===== src/rtl/ps2_pkg.sv =====
// Shared constants and FSM state type for the PS/2 scan-code receiver.
package ps2_pkg;

  localparam logic [7:0] PS2_EXT   = 8'hE0;
  localparam logic [7:0] PS2_BRK   = 8'hF0;

  localparam logic [7:0] KEY_UP    = 8'h75;
  localparam logic [7:0] KEY_DOWN  = 8'h72;
  localparam logic [7:0] KEY_LEFT  = 8'h6B;
  localparam logic [7:0] KEY_RIGHT = 8'h74;
  localparam logic [7:0] KEY_SPACE = 8'h29;
  localparam logic [7:0] KEY_ESC   = 8'h76;

  typedef enum logic [1:0] {IDLE, DATA, PARITY, STOP} ps2_state_e;

endpackage


===== src/rtl/ps2_line_filter.sv =====
// Two-flop synchroniser plus run-length glitch filter for a PS/2 line;
// emits a one-cycle strobe on each falling edge of the filtered level.
module ps2_line_filter #(
  parameter int FILTER_LEN = 8
) (
  input  logic clk,
  input  logic rst,
  input  logic line_i,
  output logic filt_o,
  output logic fall_o
);

  localparam int CW = $clog2(FILTER_LEN + 1);

  logic          meta_q, sync_q, filt_q, fall_q;
  logic [CW-1:0] cnt_q;

  always_ff @(posedge clk) begin
    if (!rst) begin
      meta_q <= 1'b1;
      sync_q <= 1'b1;
      filt_q <= 1'b1;
      fall_q <= 1'b0;
      cnt_q  <= '0;
    end else begin
      meta_q <= line_i;
      sync_q <= meta_q;
      fall_q <= 1'b0;
      // cnt_q counts consecutive samples that disagree with the filtered level
      if (sync_q == filt_q) begin
        cnt_q <= '0;
      end else if (cnt_q == CW'(FILTER_LEN - 1)) begin
        cnt_q  <= '0;
        filt_q <= sync_q;
        fall_q <= filt_q;
      end else begin
        cnt_q <= cnt_q + 1'b1;
      end
    end
  end

  assign filt_o = filt_q;
  assign fall_o = fall_q;

endmodule


===== src/rtl/ps2_scancode_rx.sv =====
// PS/2 receiver: deframes 11-bit frames, checks parity/stop, folds E0/F0
// prefixes into flags and tracks the currently held make code.
module ps2_scancode_rx
  import ps2_pkg::*;
#(
  parameter int FILTER_LEN  = 8,
  parameter int TIMEOUT_CYC = 50000
) (
  input  logic       clk,
  input  logic       rst,
  input  logic       ps2_clk,
  input  logic       ps2_data,
  output logic       code_valid,
  output logic [7:0] code,
  output logic       code_ext,
  output logic       code_brk,
  output logic [7:0] keycode,
  output logic       frame_err
);

  localparam int TW = $clog2(TIMEOUT_CYC + 1);

  logic          fall, clk_filt;
  logic          data_meta_q, data_sync_q;
  ps2_state_e    state_q;
  logic [2:0]    bit_cnt_q;
  logic [7:0]    shift_q;
  logic          parity_q;
  logic [TW-1:0] tmo_q;
  logic          ext_pend_q, brk_pend_q;
  logic          code_valid_q, code_ext_q, code_brk_q, frame_err_q;
  logic [7:0]    code_q, keycode_q;

  ps2_line_filter #(.FILTER_LEN(FILTER_LEN)) u_clk_filter (
    .clk    (clk),
    .rst    (rst),
    .line_i (ps2_clk),
    .filt_o (clk_filt),
    .fall_o (fall)
  );

  always_ff @(posedge clk) begin
    if (!rst) begin
      data_meta_q <= 1'b1;
      data_sync_q <= 1'b1;
    end else begin
      data_meta_q <= ps2_data;
      data_sync_q <= data_meta_q;
    end
  end

  always_ff @(posedge clk) begin
    if (!rst) begin
      state_q      <= IDLE;
      bit_cnt_q    <= '0;
      shift_q      <= '0;
      parity_q     <= 1'b0;
      tmo_q        <= '0;
      ext_pend_q   <= 1'b0;
      brk_pend_q   <= 1'b0;
      code_valid_q <= 1'b0;
      code_q       <= '0;
      code_ext_q   <= 1'b0;
      code_brk_q   <= 1'b0;
      keycode_q    <= '0;
      frame_err_q  <= 1'b0;
    end else begin
      code_valid_q <= 1'b0;
      frame_err_q  <= 1'b0;
      if (fall) begin
        // tmo_q holds the number of cycles elapsed since the most recent fall
        tmo_q <= TW'(1);
        unique case (state_q)
          IDLE: begin
            if (!data_sync_q) begin
              state_q   <= DATA;
              bit_cnt_q <= '0;
            end else begin
              frame_err_q <= 1'b1;
            end
          end
          DATA: begin
            shift_q   <= {data_sync_q, shift_q[7:1]};
            bit_cnt_q <= bit_cnt_q + 3'd1;
            if (bit_cnt_q == 3'd7) state_q <= PARITY;
          end
          PARITY: begin
            parity_q <= data_sync_q;
            state_q  <= STOP;
          end
          STOP: begin
            state_q <= IDLE;
            if (data_sync_q && (^{shift_q, parity_q})) begin
              if (shift_q == PS2_EXT) begin
                ext_pend_q <= 1'b1;
              end else if (shift_q == PS2_BRK) begin
                brk_pend_q <= 1'b1;
              end else begin
                code_valid_q <= 1'b1;
                code_q       <= shift_q;
                code_ext_q   <= ext_pend_q;
                code_brk_q   <= brk_pend_q;
                ext_pend_q   <= 1'b0;
                brk_pend_q   <= 1'b0;
                if (!brk_pend_q) keycode_q <= shift_q;
                else if (shift_q == keycode_q) keycode_q <= 8'h00;
              end
            end else begin
              frame_err_q <= 1'b1;
              ext_pend_q  <= 1'b0;
              brk_pend_q  <= 1'b0;
            end
          end
        endcase
      end else if (state_q != IDLE) begin
        if (tmo_q == TW'(TIMEOUT_CYC - 1)) begin
          state_q     <= IDLE;
          frame_err_q <= 1'b1;
          ext_pend_q  <= 1'b0;
          brk_pend_q  <= 1'b0;
          tmo_q       <= '0;
        end else begin
          tmo_q <= tmo_q + 1'b1;
        end
      end else begin
        tmo_q <= '0;
      end
    end
  end

  assign code_valid = code_valid_q;
  assign code       = code_q;
  assign code_ext   = code_ext_q;
  assign code_brk   = code_brk_q;
  assign keycode    = keycode_q;
  assign frame_err  = frame_err_q;

  logic unused_filt;
  assign unused_filt = clk_filt;

endmodule


===== config.mk =====
export PLATFORM = sky130hd
export DESIGN_NAME = ps2_scancode_rx
export DESIGN_NICKNAME = d
export VERILOG_FILES = /design/src/rtl/ps2_pkg.sv /design/src/rtl/ps2_line_filter.sv /design/src/rtl/ps2_scancode_rx.sv
export SDC_FILE = /design/constraint.sdc
export NUM_CORES = 1
export LEC_CHECK = 0
export CORE_MARGIN = 3
export CORE_UTILIZATION = 35
export DETAILED_ROUTE_END_ITERATION = 10
export PLACE_DENSITY_LB_ADDON = 0.08
export RECOVER_POWER = 25
export SYNTH_ARGS = -nofsm -noshare
export SYNTH_HDL_FRONTEND = slang
export SYNTH_SLANG_ARGS = --single-unit

===== constraint.sdc =====
create_clock -name clk -period 1.81 [get_ports clk]
set_input_delay 0.181 -clock clk [delete_from_list [all_inputs] [get_ports clk]]
set_output_delay 0.181 -clock clk [all_outputs]
set_load 0.02 [all_outputs]

==> impl_metrics.prom, run 1 <==
# TYPE chip_impl_metric gauge
chip_impl_metric{name="post_cts_hold_buffer_count",unit=""} 0
chip_impl_metric{name="drcViolationCount",unit=""} 0
chip_impl_metric{name="share_of_the_clock_period_used_by_the_worst_path_after_layout",unit="%"} 109
chip_impl_metric{name="final_critical_period",unit="ns"} 1.97
chip_impl_metric{name="synth.avg_cell_area",unit="sq um"} 9.16
chip_impl_metric{name="final_layout_size_suffix_gt1_share",unit="%"} 23.9
chip_impl_metric{name="non_filler_cells_final",unit=""} 491
chip_impl_metric{name="switchingPower",unit="mW"} 0.556
chip_impl_metric{name="p_leak",unit="nW"} 1.46
chip_impl_metric{name="setup_violations",unit=""} 20
chip_impl_info{name="grt_setup_unrepaired",value="yes"} 1
chip_impl_metric{name="synth.cell_area",unit="sq um"} 2930
chip_impl_info{name="timing_worst_setup_path_type",value="flop to flop"} 1
chip_impl_metric{name="route.antenna.remaining_nets",unit=""} 0
chip_impl_metric{name="area_growth",unit="%"} 33.3
chip_impl_metric{name="p_int",unit="mW"} 2.28
chip_impl_metric{name="sw_share",unit="%"} 19.6
chip_impl_metric{name="buffer_ports.inserted",unit=""} 23
chip_impl_metric{name="timing.slew.headroom",unit="%"} 68.6
chip_impl_metric{name="critical_path_required",unit="ns"} 2.03
chip_impl_metric{name="finish.instance_area",unit="sq um"} 3910
chip_impl_metric{name="ctsHtreeMaxLevel",unit=""} 3
chip_impl_info{name="cp-start-kind",value="flop"} 1
chip_impl_metric{name="syn_nets",unit=""} 333
chip_impl_info{name="holdCritPathClass",value="input port to flop"} 1
chip_impl_metric{name="placementRows",unit=""} 32
chip_impl_metric{name="p_per_area",unit="nW/um^2"} 725
chip_impl_metric{name="gr-usage-all-layers",unit="%"} 14.6
chip_impl_metric{name="synthCells",unit=""} 320
chip_impl_metric{name="timing_worst_slew_pin_value",unit="ns"} 0.467
chip_impl_metric{name="worstPathBufferInverterCount",unit=""} 1
chip_impl_metric{name="floorplan.initialDensity",unit="%"} 37.0
chip_impl_metric{name="maximum_number_of_pins_on_one_net_before_global_route_repair",unit=""} 35
chip_impl_metric{name="hold_path_depth",unit=""} 2
chip_impl_metric{name="grt_antenna_before_repair",unit=""} 0
chip_impl_metric{name="max_stage_delay",unit="ns"} 0.44
chip_impl_metric{name="insertion_delay_to_the_later_sink_of_the_worst_skew_pair",unit="ns"} 0.34
chip_impl_metric{name="drtPass1Iterations",unit=""} 4
chip_impl_info{name="worst_path_dominant_cell_family",value="simple AND/OR/NAND/NOR gates"} 1
chip_impl_info{name="post-synth-top-count-cell",value="sky130_fd_sc_hd__dfxtp_1"} 1
chip_impl_metric{name="synth.top_cell.area_share",unit="%"} 42.3
chip_impl_info{name="synth.largest_area_cell",value="sky130_fd_sc_hd__dfxtp_1"} 1
chip_impl_info{name="critical_path.cell_chain",value="xnor3_1 -> or2_1 -> nand4_1 -> and4bb_4 -> a21boi_2 -> buf_6 -> a22o_2"} 1
chip_impl_metric{name="final_net_count",unit=""} 397
chip_impl_metric{name="numCtsBuffers",unit=""} 9
chip_impl_metric{name="fp.coreArea",unit="sq um"} 7930
chip_impl_metric{name="top_level_i_o_count",unit=""} 24
chip_impl_metric{name="floorplan.die.height",unit="um"} 97.5
chip_impl_metric{name="critPathArrivalTime",unit="ns"} 2.20
chip_impl_info{name="synth_ff_type",value="sky130_fd_sc_hd__dfxtp_1"} 1
chip_impl_metric{name="drt-initial-drc-count",unit=""} 74
chip_impl_info{name="tritoncts",value="yes"} 1
chip_impl_info{name="slowest_stage",value="sky130_fd_sc_hd__xnor3_1"} 1
chip_impl_metric{name="ff2ff_path_depth",unit=""} 7
chip_impl_info{name="result_of_the_run",value="complete, but fails checks"} 1
chip_impl_metric{name="timing.max_cap.violations",unit=""} 0
chip_impl_metric{name="final_hold_viol_count",unit=""} 0
chip_impl_metric{name="avgViaCountPerCell",unit=""} 4.73
chip_impl_metric{name="synth.ff_latch_count",unit=""} 62
chip_impl_metric{name="clock_path_buffers",unit=""} 2
chip_impl_metric{name="placement.cell_area",unit="sq um"} 3520
chip_impl_metric{name="ys_warn_count",unit=""} 0
chip_impl_metric{name="grt_first_pass_wirelength",unit="mm"} 11.2
chip_impl_metric{name="dieWidth",unit="um"} 97.5
chip_impl_info{name="ys_top_cells_by_area",value="sky130_fd_sc_hd__dfxtp_1 42%, sky130_fd_sc_hd__nand2_1 5.8%, sky130_fd_sc_hd__xnor2_1 5.1%, sky130_fd_sc_hd__nand3_1 3.9%, sky130_fd_sc_hd__xor2_1 3.9%"} 1
chip_impl_metric{name="antenna-diode-count",unit=""} 0
chip_impl_info{name="post_synth_most_frequent_cells",value="62 x sky130_fd_sc_hd__dfxtp_1, 45 x sky130_fd_sc_hd__nand2_1, 27 x sky130_fd_sc_hd__nor2_1"} 1
chip_impl_metric{name="postRouteWirelength",unit="mm"} 6.42
chip_impl_metric{name="grt_pass1_vias",unit=""} 2301
chip_impl_metric{name="finClkSkew",unit="ns"} 0.0110
chip_impl_metric{name="fin_ws",unit="ns"} -0.163
chip_impl_metric{name="max-vdd-ir-drop",unit="mV"} 0.307
chip_impl_metric{name="clk_pin_slew_worst_paths",unit="ns"} 0.07
chip_impl_info{name="clock-root-buffer",value="sky130_fd_sc_hd__clkbuf_8"} 1
chip_impl_info{name="end_kind",value="flop"} 1
chip_impl_metric{name="yosys.cell_types.count",unit=""} 49
chip_impl_metric{name="place.detailed.instances",unit=""} 471
chip_impl_metric{name="async_reset_ff_share",unit="%"} 0
chip_impl_metric{name="dieArea",unit="sq um"} 9510
chip_impl_metric{name="ys_seq_area_share",unit="%"} 42.3
chip_impl_metric{name="clock.fmax",unit="MHz"} 507
chip_impl_metric{name="synth_enable_flop_cells",unit=""} 0
chip_impl_metric{name="final-max-slew-violation-count",unit=""} 0
chip_impl_metric{name="cp.depth",unit=""} 7
chip_impl_metric{name="place.gp.congestion",unit=""} 0.845
chip_impl_info{name="violated_checks",value="setup timing"} 1
chip_impl_metric{name="clock_sinks",unit=""} 62
chip_impl_metric{name="power.clock.fraction",unit="%"} 50.0
chip_impl_metric{name="share_comb_of_total_power",unit="%"} 1.7
chip_impl_metric{name="route.detailed.wl_per_inst",unit="um"} 13.1
chip_impl_metric{name="total_power",unit="mW"} 2.83
chip_impl_metric{name="num_vias",unit=""} 2323
chip_impl_metric{name="crit_path_max_fanout",unit=""} 8
chip_impl_metric{name="post-dp-hpwl",unit="mm"} 4.45
chip_impl_metric{name="grt.overflow.total",unit=""} 0
chip_impl_metric{name="seq_power_share",unit="%"} 48.4
[cells by family (layout without fill, tap and decap cells)]
| group | Yosys count | in the layout | share of synthesized area (%) |
|---|---|---|---|
| multiplexers | 11 | 11 | 3.76 |
| buffers and inverters | 27 | 95 | 5.51 |
| flip-flops | 62 | 62 | 42.3 |
| AO/OA/AOI/OAI | 41 | 41 | 10.5 |
| XOR/XNOR | 33 | 33 | 10.8 |
| AND/OR/NAND/NOR | 137 | 138 | 23.3 |
| adder cells (fa/ha/maj) | 9 | 9 | 3.84 |
[power by group through the flow]
stage               clock network, mW  registers [mW]  logic, mW
global placement                    0            1.40     0.0455
finish                           1.42            1.37     0.0476
floorplan                           0            1.40     0.0235
CTS                              1.46            1.37     0.0481
detailed placement                  0            1.40     0.0457
global route                     1.53            1.37     0.0532
[final cells by class]
type	count	area (sq um)
Tap cell	102	128
Fill cell	779	4020
Sequential cell	62	1250
Multi-Input combinational cell	232	1670
Clock buffer	13	169
Inverter	8	30.0
Clock inverter	3	65.1
Timing Repair Buffer	71	603
[path summary, 6_finish.rpt]
| kind | start | endpoint | slack [ns] |
|---|---|---|---|
| setup / recovery | shift_q[6] | keycode[0] | -0.16 |
| hold / removal | ps2_data | data_meta_q | 0.40 |
| setup reg to reg | shift_q[6] | keycode[0] | -0.16 |
| hold reg to reg | data_meta_q | data_sync_q | 0.42 |
[state kept, by name, indices dropped and copies added, names as in the netlist, 2 cells and up]
name,flops
u_clk_filter.cnt_q,4
code,8
state_q,2
bit_cnt_q,3
shift_q,8
tmo_q,16
keycode,8
[placed cells by master, fill, tap and decap left out, types with 3 or more instances in the layout]
master	count
sky130_fd_sc_hd__dfxtp_1	58
sky130_fd_sc_hd__nand2_1	45
sky130_fd_sc_hd__buf_4	44
sky130_fd_sc_hd__nor2_1	27
sky130_fd_sc_hd__nand3_1	23
sky130_fd_sc_hd__clkdlybuf4s50_1	20
sky130_fd_sc_hd__xnor2_1	14
sky130_fd_sc_hd__xor2_1	12
sky130_fd_sc_hd__clkbuf_8	12
sky130_fd_sc_hd__mux2i_1	11
sky130_fd_sc_hd__a21boi_0	9
sky130_fd_sc_hd__ha_1	9
sky130_fd_sc_hd__inv_1	8
sky130_fd_sc_hd__nor3_1	5
sky130_fd_sc_hd__and2_1	5
sky130_fd_sc_hd__and3_1	5
sky130_fd_sc_hd__xnor2_2	4
sky130_fd_sc_hd__nand4_1	4
sky130_fd_sc_hd__a22o_4	4
sky130_fd_sc_hd__nor2b_1	4
sky130_fd_sc_hd__a21oi_1	4
sky130_fd_sc_hd__nand2b_1	4
sky130_fd_sc_hd__dfxtp_2	4
sky130_fd_sc_hd__o21ai_0	3
sky130_fd_sc_hd__dlygate4sd3_1	3
[stage by stage]
| stage | setup TNS (ns) | utilization [%] | worst slack [ns] | hold WS [ns] |
|---|---|---|---|---|
| 2_1_floorplan | -2.21 | - | -0.135 | 0.282 |
| 3_3_place_gp | -3.19 | 44.4 | -0.180 | 0.392 |
| 3_5_place_dp | -3.42 | 44.4 | -0.193 | 0.402 |
| 4_1_cts | -2.04 | 48.8 | -0.136 | 0.388 |
| 5_1_grt | -3.81 | 49.3 | -0.231 | 0.417 |
| 6_report | -2.08 | 49.3 | -0.163 | 0.399 |
[timing repair]
item	4_1_cts	5_1_grt
setup buffers	3	1
endpoints found under the hold margin	0	0
pin swaps	11	4
setup endpoints to repair	20	27
resized for setup	17	12
gates cloned	0	1
[per-layer routing]
| metal | part of all wire, % | GRT usage (%) |
|---|---|---|
| met1 | 53 | 20.2 |
| met3 | 2.4 | 3.23 |
| met5 | 0 | 0 |
| met4 | 1.6 | 6.71 |
| met2 | 43 | 21.4 |
Power figures use the tool's default switching activity.
==> run 2: changes to the inputs <==
Settings changed: ABC_AREA set to 0.
==> results of run 2 <==
The final DEF is identical to that of run 1; final timing and power are the same.
